## src/rtl/aip_proc_core.sv

```systemverilog
// aip_proc_core: host-loaded stream processor.
// The host fills MEMIN and four CONF registers, then pulses start. After CONF0
// idle cycles the core streams LENGTH words from MEMIN through the selected
// operation into MEMOUT, then raises done (and int_req when enabled).
//
// Host strobe semantics: write, read and start are single-cycle strobes,
// qualified by en_s and sampled on the rising clock edge. There is no
// back-pressure. Host-side writes that would disturb a running job
// (MEMIN, pointers, CONF) are dropped while busy and flag err. Reads are
// always honoured, and data_out holds the last read value until the next read.
module aip_proc_core #(
  parameter int          DATA_WIDTH = 32,
  parameter int          SIZE_MEM   = 6,
  parameter logic [31:0] IP_ID      = 32'h00001002
) (
  input  logic                  clk,
  input  logic                  rst_a,
  input  logic                  en_s,
  input  logic [DATA_WIDTH-1:0] data_in,
  output logic [DATA_WIDTH-1:0] data_out,
  input  logic                  write,
  input  logic                  read,
  input  logic                  start,
  input  logic [4:0]            conf_dbus,
  output logic                  int_req
);

  localparam int DEPTH = 2 ** SIZE_MEM;
  localparam logic [SIZE_MEM:0] FULL_LEN = {1'b1, {SIZE_MEM{1'b0}}};
  localparam logic [SIZE_MEM:0] IDX_ONE  = {{SIZE_MEM{1'b0}}, 1'b1};

  // conf_dbus register/memory selects
  localparam logic [4:0] SEL_MEMIN  = 5'b00000;
  localparam logic [4:0] SEL_PIN    = 5'b00001;
  localparam logic [4:0] SEL_MEMOUT = 5'b00010;
  localparam logic [4:0] SEL_POUT   = 5'b00011;
  localparam logic [4:0] SEL_CONF   = 5'b00100;
  localparam logic [4:0] SEL_PC     = 5'b00101;
  localparam logic [4:0] SEL_CTRL   = 5'b11101;
  localparam logic [4:0] SEL_STATUS = 5'b11110;
  localparam logic [4:0] SEL_ID     = 5'b11111;

  typedef enum logic [1:0] {
    IDLE  = 2'd0,
    DELAY = 2'd1,
    RUN   = 2'd2,
    FLUSH = 2'd3
  } state_t;

  state_t state_q, state_d;

  // Storage
  logic [DATA_WIDTH-1:0] memin  [DEPTH];
  logic [DATA_WIDTH-1:0] memout [DEPTH];

  // Host pointers and configuration
  logic [SIZE_MEM-1:0]   pin_q, pout_q;
  logic [1:0]            pc_q;
  logic [DATA_WIDTH-1:0] conf0_q, conf0_n;
  logic [1:0]            conf1_q, conf1_n;
  logic [DATA_WIDTH-1:0] conf2_q, conf2_n;
  logic [SIZE_MEM:0]     conf3_q, conf3_n;

  // Status
  logic done_q, done_d;
  logic err_q, err_d;
  logic int_en_q, int_en_d;
  logic busy;

  // Engine datapath
  logic [DATA_WIDTH-1:0] dly_cnt_q;
  logic [SIZE_MEM:0]     idx_q;
  logic [DATA_WIDTH-1:0] pipe_data_q;
  logic [SIZE_MEM-1:0]   pipe_addr_q;
  logic                  pipe_valid_q;

  // Host decode
  logic host_wr, host_rd, host_start;
  logic memin_we, pin_we, pout_we, conf_we, pc_we, ctrl_we, memout_re;
  logic drop_err, start_ok, start_err;

  // Engine control from the FSM output process
  logic run_rd, out_we, set_done;

  // Engine combinational datapath
  logic [SIZE_MEM:0]     len_eff, last_idx;
  logic [DATA_WIDTH-1:0] memin_rd, op_result;
  logic [SIZE_MEM-1:0]   dest_addr;
  logic [31:0]           status_word;

  assign busy = (state_q != IDLE);

  // Qualify host strobes and decide which host writes are accepted or dropped
  always_comb begin
    host_wr    = en_s & write;
    host_rd    = en_s & read;
    host_start = en_s & start;
    memin_we   = host_wr && (conf_dbus == SEL_MEMIN) && !busy;
    pin_we     = host_wr && (conf_dbus == SEL_PIN)   && !busy;
    pout_we    = host_wr && (conf_dbus == SEL_POUT)  && !busy;
    conf_we    = host_wr && (conf_dbus == SEL_CONF)  && !busy;
    pc_we      = host_wr && (conf_dbus == SEL_PC)    && !busy;
    ctrl_we    = host_wr && (conf_dbus == SEL_CTRL);
    memout_re  = host_rd && (conf_dbus == SEL_MEMOUT);
    drop_err   = host_wr && busy &&
                 ((conf_dbus == SEL_MEMIN) || (conf_dbus == SEL_PIN) ||
                  (conf_dbus == SEL_POUT)  || (conf_dbus == SEL_CONF) ||
                  (conf_dbus == SEL_PC));
    start_ok   = host_start && !busy;
    start_err  = host_start && busy;
  end

  // CONF values including this cycle's write, so a start in the same cycle sees them
  always_comb begin
    conf0_n = conf0_q;
    conf1_n = conf1_q;
    conf2_n = conf2_q;
    conf3_n = conf3_q;
    if (conf_we) begin
      case (pc_q)
        2'd0:    conf0_n = data_in;
        2'd1:    conf1_n = data_in[1:0];
        2'd2:    conf2_n = data_in;
        default: conf3_n = data_in[SIZE_MEM:0];
      endcase
    end
  end

  // Effective length, per-word operation and destination address
  always_comb begin
    if ((conf3_q == '0) || (conf3_q > FULL_LEN)) len_eff = FULL_LEN;
    else                                         len_eff = conf3_q;
    last_idx = len_eff - IDX_ONE;
    memin_rd = memin[idx_q[SIZE_MEM-1:0]];
    case (conf1_q)
      2'd1:    op_result = ~memin_rd;
      2'd2:    op_result = memin_rd + conf2_q;
      default: op_result = memin_rd;
    endcase
    if (conf1_q == 2'd3) dest_addr = SIZE_MEM'(last_idx - idx_q);
    else                 dest_addr = idx_q[SIZE_MEM-1:0];
  end

  // FSM state register
  always_ff @(posedge clk) begin
    if (rst_a) state_q <= IDLE;
    else       state_q <= state_d;
  end

  // FSM next-state logic
  always_comb begin
    state_d = state_q;
    case (state_q)
      IDLE: begin
        if (start_ok) state_d = (conf0_n == '0) ? RUN : DELAY;
      end
      DELAY: begin
        if (dly_cnt_q <= DATA_WIDTH'(1)) state_d = RUN;
      end
      RUN: begin
        if (idx_q == last_idx) state_d = FLUSH;
      end
      default: state_d = IDLE;
    endcase
  end

  // FSM outputs: read MEMIN in RUN, write MEMOUT one word behind, finish in FLUSH
  always_comb begin
    run_rd   = 1'b0;
    out_we   = 1'b0;
    set_done = 1'b0;
    case (state_q)
      RUN: begin
        run_rd = 1'b1;
        out_we = pipe_valid_q;
      end
      FLUSH: begin
        out_we   = 1'b1;
        set_done = 1'b1;
      end
      default: ;
    endcase
  end

  // Next values of the status bits; finishing a job wins over a CTRL clear
  always_comb begin
    done_d = done_q;
    if (ctrl_we && data_in[0]) done_d = 1'b0;
    if (start_ok)              done_d = 1'b0;
    if (set_done)              done_d = 1'b1;
    int_en_d = ctrl_we ? data_in[8] : int_en_q;
    err_d = err_q;
    if (drop_err || start_err) err_d = 1'b1;
    if (start_ok)              err_d = 1'b0;
  end

  // Status, interrupt and configuration registers
  always_ff @(posedge clk) begin
    if (rst_a) begin
      done_q   <= 1'b0;
      err_q    <= 1'b0;
      int_en_q <= 1'b0;
      int_req  <= 1'b0;
      conf0_q  <= '0;
      conf1_q  <= '0;
      conf2_q  <= '0;
      conf3_q  <= '0;
      pc_q     <= '0;
    end else begin
      done_q   <= done_d;
      err_q    <= err_d;
      int_en_q <= int_en_d;
      int_req  <= done_d & int_en_d;
      conf0_q  <= conf0_n;
      conf1_q  <= conf1_n;
      conf2_q  <= conf2_n;
      conf3_q  <= conf3_n;
      if (conf_we)    pc_q <= pc_q + 2'd1;
      else if (pc_we) pc_q <= data_in[1:0];
    end
  end

  // Host memory pointers; both wrap naturally at the memory depth
  always_ff @(posedge clk) begin
    if (rst_a) begin
      pin_q  <= '0;
      pout_q <= '0;
    end else begin
      if (memin_we)    pin_q <= pin_q + SIZE_MEM'(1);
      else if (pin_we) pin_q <= data_in[SIZE_MEM-1:0];
      if (memout_re)    pout_q <= pout_q + SIZE_MEM'(1);
      else if (pout_we) pout_q <= data_in[SIZE_MEM-1:0];
    end
  end

  // Delay counter, read index and the one-stage result pipeline
  always_ff @(posedge clk) begin
    if (rst_a) begin
      dly_cnt_q    <= '0;
      idx_q        <= '0;
      pipe_data_q  <= '0;
      pipe_addr_q  <= '0;
      pipe_valid_q <= 1'b0;
    end else if (start_ok) begin
      dly_cnt_q    <= conf0_n;
      idx_q        <= '0;
      pipe_valid_q <= 1'b0;
    end else begin
      if (state_q == DELAY) dly_cnt_q <= dly_cnt_q - DATA_WIDTH'(1);
      if (run_rd) begin
        pipe_data_q  <= op_result;
        pipe_addr_q  <= dest_addr;
        pipe_valid_q <= 1'b1;
        idx_q        <= idx_q + IDX_ONE;
      end
      if (set_done) pipe_valid_q <= 1'b0;
    end
  end

  // Memory writes (contents are not reset)
  always_ff @(posedge clk) begin
    if (memin_we) memin[pin_q] <= data_in;
    if (out_we)   memout[pipe_addr_q] <= pipe_data_q;
  end

  assign status_word = {23'b0, int_en_q, 5'b0, err_q, busy, done_q};

  // Registered host read port; holds its value between reads
  always_ff @(posedge clk) begin
    if (rst_a) begin
      data_out <= '0;
    end else if (host_rd) begin
      case (conf_dbus)
        SEL_MEMOUT: data_out <= memout[pout_q];
        SEL_STATUS: data_out <= DATA_WIDTH'(status_word);
        SEL_ID:     data_out <= DATA_WIDTH'(IP_ID);
        default:    data_out <= '0;
      endcase
    end
  end

endmodule

```

## config.mk

```make
export PLATFORM = sky130hd
export DESIGN_NAME = aip_proc_core
export DESIGN_NICKNAME = d
export VERILOG_FILES = /design/src/rtl/aip_proc_core.sv
export SDC_FILE = /design/constraint.sdc
export NUM_CORES = 2
export LEC_CHECK = 0
export CAP_MARGIN = 10
export CORE_AREA = 2 2 684 550
export CTS_BUF_LIST = sky130_fd_sc_hd__clkbuf_2
export CTS_CLUSTER_SIZE = 12
export DETAILED_ROUTE_END_ITERATION = 10
export DIE_AREA = 0 0 686 552
export SYNTH_ARGS = -nofsm -noshare
export SYNTH_HDL_FRONTEND = slang
export SYNTH_SLANG_ARGS = --single-unit
```

## constraint.sdc

```tcl
create_clock -name clk -period 7 [get_ports clk]
set_clock_uncertainty 0.2 [all_clocks]
set_input_delay 1.4 -clock clk [delete_from_list [all_inputs] [get_ports clk]]
set_output_delay 1.4 -clock clk [all_outputs]
set_load 0.02 [all_outputs]
```

==> results.toml <==
[timing]
clock.fmax_ghz = 0.163
setup_viol = 0
relSlewSlack_pct = 16.2
hold_violations = 0
fin_crit_ps = 6130
rsz0062_at_grt = "no"
worstMarginPinSlew_ps = 1260
fin_tns_setup_ps = 0
setup_slack_ps = 866
drv_slew = 0
finalCritPeriodShare_pct = 87.6

[power_and_ir_drop]
clkPwrFrac_pct = 32.0
p_sw_share_pct = 26.0
vdd_drop_max_mv = 0.164
p_comb_share_pct = 9.5
p_sw_mw = 13.2
power_frac_seq_pct = 58.5
power.leakage_nw = 58.4
p_int_mw = 37.6
power.total_mw = 50.8
power_density_nw_per_um2 = 272

[yosys]
syn_nets = 7557
synth_warnings = 0
synth_edf_count = 4096
syn_area_per_cell_um2 = 22.4
synthArstFlopShare_pct = 0
yosysUniqueCellTypes = 67
syn-instance-count = 7457
ys_seq_area_share_pct = 76.3
syn_area_um2 = 167000
synth_top_flop_cell = "edfxtp_1"
ys_ff_latch = 4311

[layout]
final_area_um2 = 186000
nets = 8758
area_delta_synth_final_pct = 11.7
drive_above_1_share_pct = 37.8
layout_commonest_cell = "edfxtp_1"
layout_common_cells = "edfxtp_1, clkbuf_2, mux4_2"

[worst_setup_path]
critPathArrivalTime_ps = 8100
path_class = "reg -> reg"
worstPathRequired_ps = 8960
crit_path_start_kind = "flip-flop"
crit_fanout = 32
crit_chain = "buf_12 > mux4_2 > mux4_2 > mux2i_1 > buf_4 > nor2_1 > a21oi_1 > inv_1 > ha_1 > a211o_1 > a21oi_1 > or4b_2 > o21a_1 > o211ai_1 > o311ai_0 > xnor2_1 > o21ai_0 > a22o_1"
endpoint_kind = "flip-flop"
slowest_delay_ps = 670
cp_slowest_cell = "dfxtp_4"
crit_buf_inv = 3
cp_top_family = "compound AO/OA/AOI/OAI gates"

[hold_path]
holdCritPathClass = "reg -> reg"

[floorplanning]
die_w_um = 686
io_pins = 76
die-area_um2 = 379000
core_um2 = 372000
start_util_pct = 44.8
fp.dieH_um = 552
rows = 201

[drt]
dr_total_vias = 86500
vias_per_cell = 6.03
routed_wl_um = 459000
firstDrtPassIters = 6
ant_nets = 0
drtIter0Drc = 12100
routedWlPerCell_um = 32.0
route.detailed.drc = 0

[grt]
grt_start_max_net_pins = 116
grt.total_usage_pct = 24.4
overflow = 0
antenna_found_initial = 33
grt_pass1_vias = 87800
grt_pass1_wl_um = 645000

[placement]
gp_congestion = 0.904
port_buffers = 75
dp_slack_ps = 840
dp_hpwl_um = 249000
place_area_um2 = 176000

[clock_network]
clk_latency_ps = 2300
cts_tree = "yes"
cts.clk_slew.worst_paths_ps = 120
cts_root_buffer = "clkbuf_2"
cts-buffers-inserted = 1121
cts_max_level = 7
clk_path_buf_depth = 5
postCtsSetupBuffers = 0
clock_sinks = 4311

[run_status]
status = "finished clean"

[run]
maxCapViolCount = 0
==> worst paths after layout <==
kind | from | slack, ps | end | cells after the start
worst min register to register | pipe_data_q[3]$_SDFFE_PP0P_ | 260 | pipe_data_q[3]$_SDFFE_PP0P_ | 2
worst max-delay path | flip-flop | 870 | pipe_data_q[29]$_SDFFE_PP0P_ | 18
worst min-delay path | pipe_data_q[3]$_SDFFE_PP0P_ | 260 | pipe_data_q[3]$_SDFFE_PP0P_ | 2
worst max register to register | flip-flop | 870 | pipe_data_q[29]$_SDFFE_PP0P_ | 18
==> per-stage QoR <==
step | std cells | util, % | hold slack [ps]
after floorplan | 7457 | - | 241
after detailed placement | 12400 | 47.4 | 243
final | 14300 | 50.1 | 257
after CTS | 14300 | 50.0 | 4.22
after global routing | 14300 | 50.0 | 195
after global placement | 12400 | 47.4 | 248
==> Yosys cell counts (44+ instances only) <==
cell      number  area, um2
mux2i_1      103       1030
o21ai_0       44        220
ha_1          55        688
nand2_1      197        739
dfxtp_1      215       4300
a21oi_1      139        696
buf_2        103        515
nor2_1       323       1210
clkbuf_1     227        852
mux4_2      1295      29200
edfxtp_1    4096     123000
a211oi_1      78        586
buf_1         61        229
==> final cells by class <==
class / instances / area, um2
Fill cell: 30100 / 186000
Sequential cell: 4311 / 127000
Multi-Input combinational cell: 2700 / 38700
Clock buffer: 1584 / 7930
Tap cell: 4973 / 6220
Timing Repair Buffer: 488 / 4760
Clock inverter: 229 / 1210
Inverter: 36 / 135
Antenna cell: 18 / 45.0
==> metal layers <==
metal  track usage, %  wire, um  up-vias
met5                0        13        -
met4             7.99      9630        2
met3             5.91     50300      667
met2             35.0    204000     5084
met1             36.9    195000    46200
li1                 -         -    34600
==> worst reg2reg max path: cells and delay by family (launching register included) <==
kind / cells / cell delay [ps]
adder cells (fa/ha/maj): 1 / 230
XOR/XNOR: 1 / 240
buffers and inverters: 3 / 700
multiplexers: 3 / 1440
AND/OR/NAND/NOR: 2 / 670
flip-flops: 1 / 670
AO/OA/AOI/OAI: 8 / 2000
==> cells by family after synthesis <==
logic type | after synthesis | share of synthesized area, %
muxes | 1420 | 18.2
buffers and inverters | 446 | 1.14
AOI/OAI and AO/OA | 415 | 1.60
adders and majority gates | 57 | 0.436
xor gates and xnor gates | 58 | 0.304
and+or+nand+nor | 750 | 2.03
DFF | 4311 | 76.3
==> state kept, by name (all words and copies together), names as in the netlist, 7 cells and up, named ones only <==
name / flops
conf2_q: 32
idx_q: 7
conf0_q: 32
memin: 2048
data_out: 32
memout: 2048
conf3_q: 7
pipe_data_q: 32
dly_cnt_q: 32
==> power groups by stage <==
stage                     combinational (mW)  clock (mW)  sequential, mW
after CTS                               4.77        16.7            29.7
final                                   4.83        16.2            29.7
after floorplan                         2.84           0            30.3
after global routing                    5.16        18.0            29.7
after global placement                  4.62           0            30.3
after detailed placement                4.73           0            30.3
==> what timing repair did <==
action,in CTS,in global routing
gates resized for setup,0,0
hold buffers,75,0
endpoints found under the hold margin,2248,0
Power figures use the tool's default switching activity.
